$ cat src/rtl/jtag_types_pkg.sv
// Shared JTAG types: TAP state encoding and instruction register type.
package jtag_types_pkg;

    localparam int unsigned STATE_W = 4;
    localparam int unsigned IR_W    = 4;

    // Encoding follows the customary IEEE 1149.1 state codes so debug dumps read familiarly.
    typedef enum logic [STATE_W-1:0] {
        EXIT2_DR = 4'h0,
        EXIT1_DR = 4'h1,
        SHIFT_DR = 4'h2,
        PAUSE_DR = 4'h3,
        SEL_IR   = 4'h4,
        UPD_DR   = 4'h5,
        CAP_DR   = 4'h6,
        SEL_DR   = 4'h7,
        EXIT2_IR = 4'h8,
        EXIT1_IR = 4'h9,
        SHIFT_IR = 4'hA,
        PAUSE_IR = 4'hB,
        RTI      = 4'hC,
        UPD_IR   = 4'hD,
        CAP_IR   = 4'hE,
        TLR      = 4'hF
    } tap_state_t;

    typedef logic [IR_W-1:0] instruction_t;

    localparam instruction_t BYPASS = instruction_t'({IR_W{1'b1}});

endpackage

$ cat src/rtl/tap_controller.sv
// IEEE 1149.1 TAP controller: 16-state FSM clocked by TCK, Moore decode of the
// IR/DR capture/shift/update strobes, path select and TDO mux.
// Ports:
//   TCK, TRST            clock, synchronous active-high reset
//   TMS                  test mode select
//   ir_tdo, dr_tdo       serial outputs of the IR and selected DR
//   ir_*/dr_* controls   capture/shift/update strobes (at most one high)
//   tlr_reset            high while in TLR
//   test_reset           one-cycle pulse on FSM entry to TLR (not on TRST)
//   select               1 = IR path, 0 = DR path
//   tdo, tdo_en          muxed serial out and its valid flag
//   state                current TAP state for debug
module tap_controller
    import jtag_types_pkg::*;
(
    input  logic       TCK,
    input  logic       TRST,
    input  logic       TMS,
    input  logic       ir_tdo,
    input  logic       dr_tdo,
    output logic       ir_capture,
    output logic       ir_shift,
    output logic       ir_update,
    output logic       dr_capture,
    output logic       dr_shift,
    output logic       dr_update,
    output logic       tlr_reset,
    output logic       test_reset,
    output logic       select,
    output logic       tdo,
    output logic       tdo_en,
    output logic [3:0] state
);

    tap_state_t state_q;
    tap_state_t state_d;
    logic       test_reset_q;
    logic       test_reset_d;

    // State register.
    always_ff @(posedge TCK) begin
        if (TRST) begin
            state_q <= TLR;
        end else begin
            state_q <= state_d;
        end
    end

    // Next-state logic.
    always_comb begin
        state_d = state_q;
        unique case (state_q)
            TLR:      state_d = TMS ? TLR      : RTI;
            RTI:      state_d = TMS ? SEL_DR   : RTI;
            SEL_DR:   state_d = TMS ? SEL_IR   : CAP_DR;
            CAP_DR:   state_d = TMS ? EXIT1_DR : SHIFT_DR;
            SHIFT_DR: state_d = TMS ? EXIT1_DR : SHIFT_DR;
            EXIT1_DR: state_d = TMS ? UPD_DR   : PAUSE_DR;
            PAUSE_DR: state_d = TMS ? EXIT2_DR : PAUSE_DR;
            EXIT2_DR: state_d = TMS ? UPD_DR   : SHIFT_DR;
            UPD_DR:   state_d = TMS ? SEL_DR   : RTI;
            SEL_IR:   state_d = TMS ? TLR      : CAP_IR;
            CAP_IR:   state_d = TMS ? EXIT1_IR : SHIFT_IR;
            SHIFT_IR: state_d = TMS ? EXIT1_IR : SHIFT_IR;
            EXIT1_IR: state_d = TMS ? UPD_IR   : PAUSE_IR;
            PAUSE_IR: state_d = TMS ? EXIT2_IR : PAUSE_IR;
            EXIT2_IR: state_d = TMS ? UPD_IR   : SHIFT_IR;
            UPD_IR:   state_d = TMS ? SEL_DR   : RTI;
            default:  state_d = TLR;
        endcase
    end

    // Moore output decode from the current state.
    always_comb begin
        ir_capture = 1'b0;
        ir_shift   = 1'b0;
        ir_update  = 1'b0;
        dr_capture = 1'b0;
        dr_shift   = 1'b0;
        dr_update  = 1'b0;
        tlr_reset  = 1'b0;
        select     = 1'b0;
        unique case (state_q)
            TLR:      tlr_reset  = 1'b1;
            CAP_DR:   dr_capture = 1'b1;
            SHIFT_DR: dr_shift   = 1'b1;
            UPD_DR:   dr_update  = 1'b1;
            SEL_IR, EXIT1_IR, PAUSE_IR, EXIT2_IR: select = 1'b1;
            CAP_IR: begin
                select     = 1'b1;
                ir_capture = 1'b1;
            end
            SHIFT_IR: begin
                select   = 1'b1;
                ir_shift = 1'b1;
            end
            UPD_IR: begin
                select    = 1'b1;
                ir_update = 1'b1;
            end
            default: ;
        endcase
    end

    // Pulse only when the FSM walks into TLR; a TRST-forced entry stays quiet.
    always_comb begin
        test_reset_d = (state_d == TLR) && (state_q != TLR);
    end

    always_ff @(posedge TCK) begin
        if (TRST) begin
            test_reset_q <= 1'b0;
        end else begin
            test_reset_q <= test_reset_d;
        end
    end

    assign tdo_en     = ir_shift | dr_shift;
    assign tdo        = tdo_en & (select ? ir_tdo : dr_tdo);
    assign test_reset = test_reset_q;
    assign state      = 4'(state_q);

endmodule

$ cat config.mk
export PLATFORM = sky130hd
export DESIGN_NAME = tap_controller
export DESIGN_NICKNAME = d
export VERILOG_FILES = /design/src/rtl/jtag_types_pkg.sv /design/src/rtl/tap_controller.sv
export SDC_FILE = /design/constraint.sdc
export NUM_CORES = 1
export LEC_CHECK = 0
export ABC_CLOCK_PERIOD_IN_PS = 2800
export CAP_MARGIN = 20
export CORE_AREA = 2 2 39 41
export DETAILED_ROUTE_END_ITERATION = 10
export DIE_AREA = 0 0 41 43
export HOLD_SLACK_MARGIN = 0.12
export PLACE_DENSITY = 0.64
export REMOVE_ABC_BUFFERS = 1
export SYNTH_ARGS = -nofsm -noshare
export SYNTH_HDL_FRONTEND = slang
export SYNTH_SLANG_ARGS = --single-unit
$ cat constraint.sdc
create_clock -name TCK -period 2.8 [get_ports TCK]
set_clock_uncertainty 0.1 [all_clocks]
set_input_delay 0.56 -clock TCK [delete_from_list [all_inputs] [get_ports TCK]]
set_output_delay 0.56 -clock TCK [all_outputs]
set_load 0.005 [all_outputs]
==> results of run 1 <==
-- worst max-delay path: cells and delay by family (launching register included) --
| family | cells | cell delay [ps] |
|---|---|---|
| DFF | 1 | 410 |
| and+or+nand+nor | 1 | 460 |
| buffers and inverters | 1 | 490 |
| AOI/OAI and AO/OA | 2 | 250 |
-- report_power, final --
group / internal [mW] / switching [mW] / total [mW]
logic: 0.0701 / 0.0439 / 0.114
registers: 0.0797 / 0.0193 / 0.0990
clock network: 0.0538 / 0.0286 / 0.0824
total: 0.204 / 0.0918 / 0.295
-- final cells by class --
cell class,count,area (µm²)
multi-input cells,38,211.5
inverters,1,3.754
fillers,156,824.5
repair buffers,20,197.7
well taps,16,20.02
flip-flops and latches,5,100.1
clock buffers,4,26.28
-- Yosys cell counts (all sizes together), types with 2 or more instances --
cell type,count
nand2,7
nor2,7
a21oi,5
dfxtp,5
nand2b,5
buf,4
nor3,2
-- how the worst max path moves through the flow --
stage	from	end	slack, ps	cells past startpoint
5_1_grt	state[1]	select	170	4
2_1_floorplan	state[2]	select	1000	3
3_3_place_gp	dr_tdo	tdo	410	4
6_report	state[1]	select	290	4
4_1_cts	state[1]	select	280	4
3_5_place_dp	ir_tdo	tdo	400	4
-- flip-flops by register name (all words and copies together) (netlist names) --
signal / flops
test_reset: 1
state: 4
-- per-stage QoR --
step	total power [mW]	setup WS, ps	cell area [µm²]	utilization
finish	0.2954	289.8	559.3	0.4042
floorplan	0.1482	996.5	315.3	-
detailed placement	0.2137	400.4	533.0	0.3852
global route	0.3176	167.1	559.3	0.4042
CTS	0.3009	277.4	559.3	0.4042
global placement	0.2132	407.8	533.0	0.3852
-- metal layers --
| layer | GRT usage | vias up |
|---|---|---|
| met5 | 0 | - |
| met4 | 0.08000 | 0 |
| met3 | 0.01571 | 0 |
| met2 | 0.1469 | 16 |
| met1 | 0.1661 | 168 |
| li1 | - | 206 |
-- cells by family after synthesis --
kind of cell    after synthesis  share of synthesized area
simple gates                 27                     0.3993
compound gates               10                     0.1905
flops                         5                     0.2931
buf+inv                       5                    0.08789
mux                           1                    0.02931
==> flow_summary.ini, run 1 <==
[job]
maxCapViolations = 0

[global_route]
grt_start_max_net_pins = 14
grt_pass1_vias = 316
grt_pass1_wl_um = 1380
antenna_found_initial = 0
grt_overflow = 0
track_usage = 0.1142

[die]
pin_count = 20
initial_core_util = 0.2468
fp.dieArea_um2 = 1763
dieWidth_um = 41
fp.dieH_um = 43
core_um2 = 1384
row_count = 14

[yosys]
syn_inst = 48
syn_area_um2 = 341.6
ys_seq_area_frac = 0.2930
ys_types = 21
yosysTopAreaCell = dfxtp_1
yosys-top-cells-area = dfxtp_1 29%, nand2b_1 9.2%, nand2_1 7.7%, nor2_1 7.7%, a21oi_1 7.3%
syn_area_per_cell_um2 = 7.116
yosysTopAreaCellShare = 0.2930
synth_edf_count = 0
ys.flop_type = dfxtp_1
yosysWarningCount = 0
ys_ff_latch = 5
async_flop_share = 0

[drt]
highest_layer = met3
drt_wl_total_um = 875
wl_per_cell_um = 10.42
dr.pass1.iters = 4
viasPerCell = 4.643
wl_met3_um = 86
wl_met2_um = 373
post-route-drc-count = 0
met1_length_um = 414
num_vias = 390
drtIter0Drc = 10
antenna_left = 0

[sta]
rsz0062_at_grt = false
hold_viol_final = 0
slew_headroom = 0.7313
finalMaxSlewViolations = 0
fin_setup_tns_ps = 0
holdWs_ps = 513.0
period_needed_ps = 2510
worst_slew_pin_slew_ps = 402.4
fmaxAchievable_mhz = 398.4
setup-violations-final = 0
fin_crit_sh = 0.8965

[clock_network]
cts_tree = built
clkTransAtPathRegs_ps = 40
clock_sinks = 5
cts-resized-gates = 0
cts_max_level = 1
postCtsSetupBuffers = 0
clock_path_buffers = 2
insertion_delay_ps = 240
root_buffer = clkbuf_4
ctsHoldBuffers = 0
cts_made_buffers = 3

[setup_path]
worstPathRequired_ps = 2140
r2r-start = state[3]
r2r_setup_slack_ps = 1270
crit_slowest_cell = clkdlybuf4s50_1
endpoint_kind = output pin
worstPathCellList = or3b_1 -> a21oi_1 -> a21o_1 -> clkdlybuf4s50_1
crit_type = reg -> out
reg2reg_to = state[1]
critPathArrivalTime_ps = 1850
worst_r2r_path_depth = 3
max_stage_delay_ps = 490
startpoint_type = register
cp_max_fo = 12

[worst_hold_path]
hold_depth = 2
hp-start = state[2]
worst_hold_path_type = reg -> reg
hold_end = test_reset

[layout]
syn_to_final_growth_pct = 63.74
diodes = 0
drive_above_1_share = 0.07353
layout_commonest_cell = clkdlybuf4s50_1
final_cell_mix = 19 x clkdlybuf4s50_1, 7 x nand2_1, 7 x nor2_1
stdcell_count = 84
fin_nets = 74

[run_status]
status = finished, final reports clean

[place]
gp_congestion = 0.6310
numPortBuffers = 19
dp.cells = 80
place_hpwl_um = 586.8

[power]
leakagePower_nw = 0.2409
power.density_nw_per_um2 = 528.2
peakVddDrop_v = 0.0001334
(Power assumes the default switching activity.)
==> run 2, diff against run 1 <==
CTS_CLUSTER_DIAMETER = 40   (was default)
==> results of run 2 <==
No change in the layout: final DEF, timing and power equal those of run 1.
==> run 3, diff against run 2 <==
ABC_AREA = 1   (was default)
PLACE_DENSITY = 0.67   (was 0.64)
==> run 3 against run 2 <==
Fmax increased by 1.9%; sequential power up 57%; area after synthesis grew 12%; highest routed layer unchanged; die area unchanged; via count increased by 20%; final cell count up 20%; total power up 120%; clock power shrank 0.5%.
==> flow_summary.ini, run 3 <==
[global_route]
grt_start_max_net_pins = 11
antenna_found_initial = 0
track_usage = 0.1368
grt_overflow = 0
grt_pass1_wl_um = 1600
grt_pass1_vias = 377

[drt]
wl_per_cell_um = 10.05
drtIter0Drc = 20
antenna_left = 0
post-route-drc-count = 0
num_vias = 468
viasPerCell = 4.634
drt_wl_total_um = 1015
dr.pass1.iters = 4

[sta]
setup-violations-final = 0
hold_viol_final = 0
holdWs_ps = 562.9
fin_setup_tns_ps = 0
fmaxAchievable_mhz = 405.9
worst_slew_pin_slew_ps = 368.9
slew_headroom = 0.7537
period_needed_ps = 2464
rsz0062_at_grt = false
finalMaxSlewViolations = 0
fin_crit_sh = 0.8798

[die]
fp.dieH_um = 43
pin_count = 20
dieWidth_um = 41
fp.dieArea_um2 = 1763
initial_core_util = 0.2758
row_count = 14
core_um2 = 1384

[clock_network]
root_buffer = clkbuf_4
cts_made_buffers = 3
clkTransAtPathRegs_ps = 40
clock_sinks = 5
ctsHoldBuffers = 0
cts_tree = built
clock_path_buffers = 2
postCtsSetupBuffers = 0
cts_max_level = 1
cts-resized-gates = 0
insertion_delay_ps = 240

[power]
peakVddDrop_v = 0.0004986
power.density_nw_per_um2 = 1048
power_mw = 0.6427
leakagePower_nw = 0.2820

[setup_path]
endpoint_kind = output pin
worstPathRequired_ps = 2140
crit_type = reg -> out
cp_max_fo = 10
r2r_setup_slack_ps = 1550
critPathArrivalTime_ps = 1800
startpoint_type = register

[yosys]
ys_ff_latch = 5
yosysTopAreaCellShare = 0.2623
ys.flop_type = dfxtp_1
syn_area_um2 = 381.6
synth_edf_count = 0
ys_seq_area_frac = 0.2623
yosysTopAreaCell = dfxtp_1
synth_commonest_cells = 15 x nand2_1, 8 x nor2_1, 7 x nand3_1
syn_inst = 63
yosys-top-cells-area = dfxtp_1 26%, nand2_1 15%, nand3_1 9.2%, nor2_1 7.9%, nor2_4 5.9%
async_flop_share = 0
synth_most_common_cell = nand2_1
syn_area_per_cell_um2 = 6.057
ys_types = 16
yosysWarningCount = 0

[job]
maxCapViolations = 0

[layout]
layout_commonest_cell = clkdlybuf4s50_1
fin_nets = 91
final_cell_mix = 19 x clkdlybuf4s50_1, 15 x nand2_1, 8 x nor2_1, 7 x nand3_1
design_area_um2 = 613.1
diodes = 0
drive_above_1_share = 0.1882
largest_register_ffs = 4
stdcell_count = 101
syn_to_final_growth_pct = 60.66

[place]
place_hpwl_um = 822.6
gp_congestion = 0.8774
numPortBuffers = 19
placed_area_um2 = 586.8
dp.cells = 97

[run_status]
status = finished, final reports clean

[worst_hold_path]
worst_hold_path_type = reg -> reg
-- run 3: path summary, 6_finish.rpt --
| path | to | start | cells after the start |
|---|---|---|---|
| setup / recovery | tdo | state[1] | 7 |
| hold / removal | state[3] | state[2] | 3 |
| setup reg to reg | state[2] | state[1] | 5 |
| hold reg to reg | state[3] | state[2] | 3 |
-- run 3: per-layer routing --
layer / vias up / GRT usage / part of all wire
met5: - / 0 / 0
met4: 0 / 0.04000 / 0
met3: 0 / 0.06283 / 0.10
met2: 24 / 0.2063 / 0.46
met1: 197 / 0.1683 / 0.43
li1: 247 / - / -
-- run 3: report_power, final --
group / internal, mW / total [mW] / leakage [nW] / switching, mW
Combinational: 0.202 / 0.405 / 0.226 / 0.203
Clock: 0.0538 / 0.0820 / 0.0150 / 0.0282
Sequential: 0.0979 / 0.155 / 0.0415 / 0.0574
Total: 0.354 / 0.643 / 0.282 / 0.289
-- run 3: kinds of logic after synthesis --
family                 count (synthesis)  synth area share
AO/OA/AOI/OAI                          3           0.04916
AND/OR/NAND/NOR                       45            0.5869
buffers and inverters                 10            0.1016
flip-flops                             5            0.2623
-- run 3: area by class of cell --
| type | instances | area [µm²] |
|---|---|---|
| multi-input combinational | 48 | 242.7 |
| fill | 164 | 770.7 |
| clock buffer | 4 | 26.28 |
| timing repair buffer | 19 | 190.2 |
| sequential | 5 | 100.1 |
| tap | 16 | 20.02 |
| inverter | 9 | 33.78 |
-- run 3: per-stage QoR --
step,util,setup WS [ps]
global route,0.4430,198.2
CTS,0.4430,327.8
global placement,0.4241,381.2
detailed placement,0.4241,363.9
floorplan,-,1190
finish,0.4430,336.5
-- run 3: critical path: stages (launching register included) --
cell and delay (ps):
dfxtp_1 530, nand2_2 170, nand2_1 90, nand2_1 80, nand3_2 100, nor2_2 40, nor2_2 60, clkdlybuf4s50_1 490
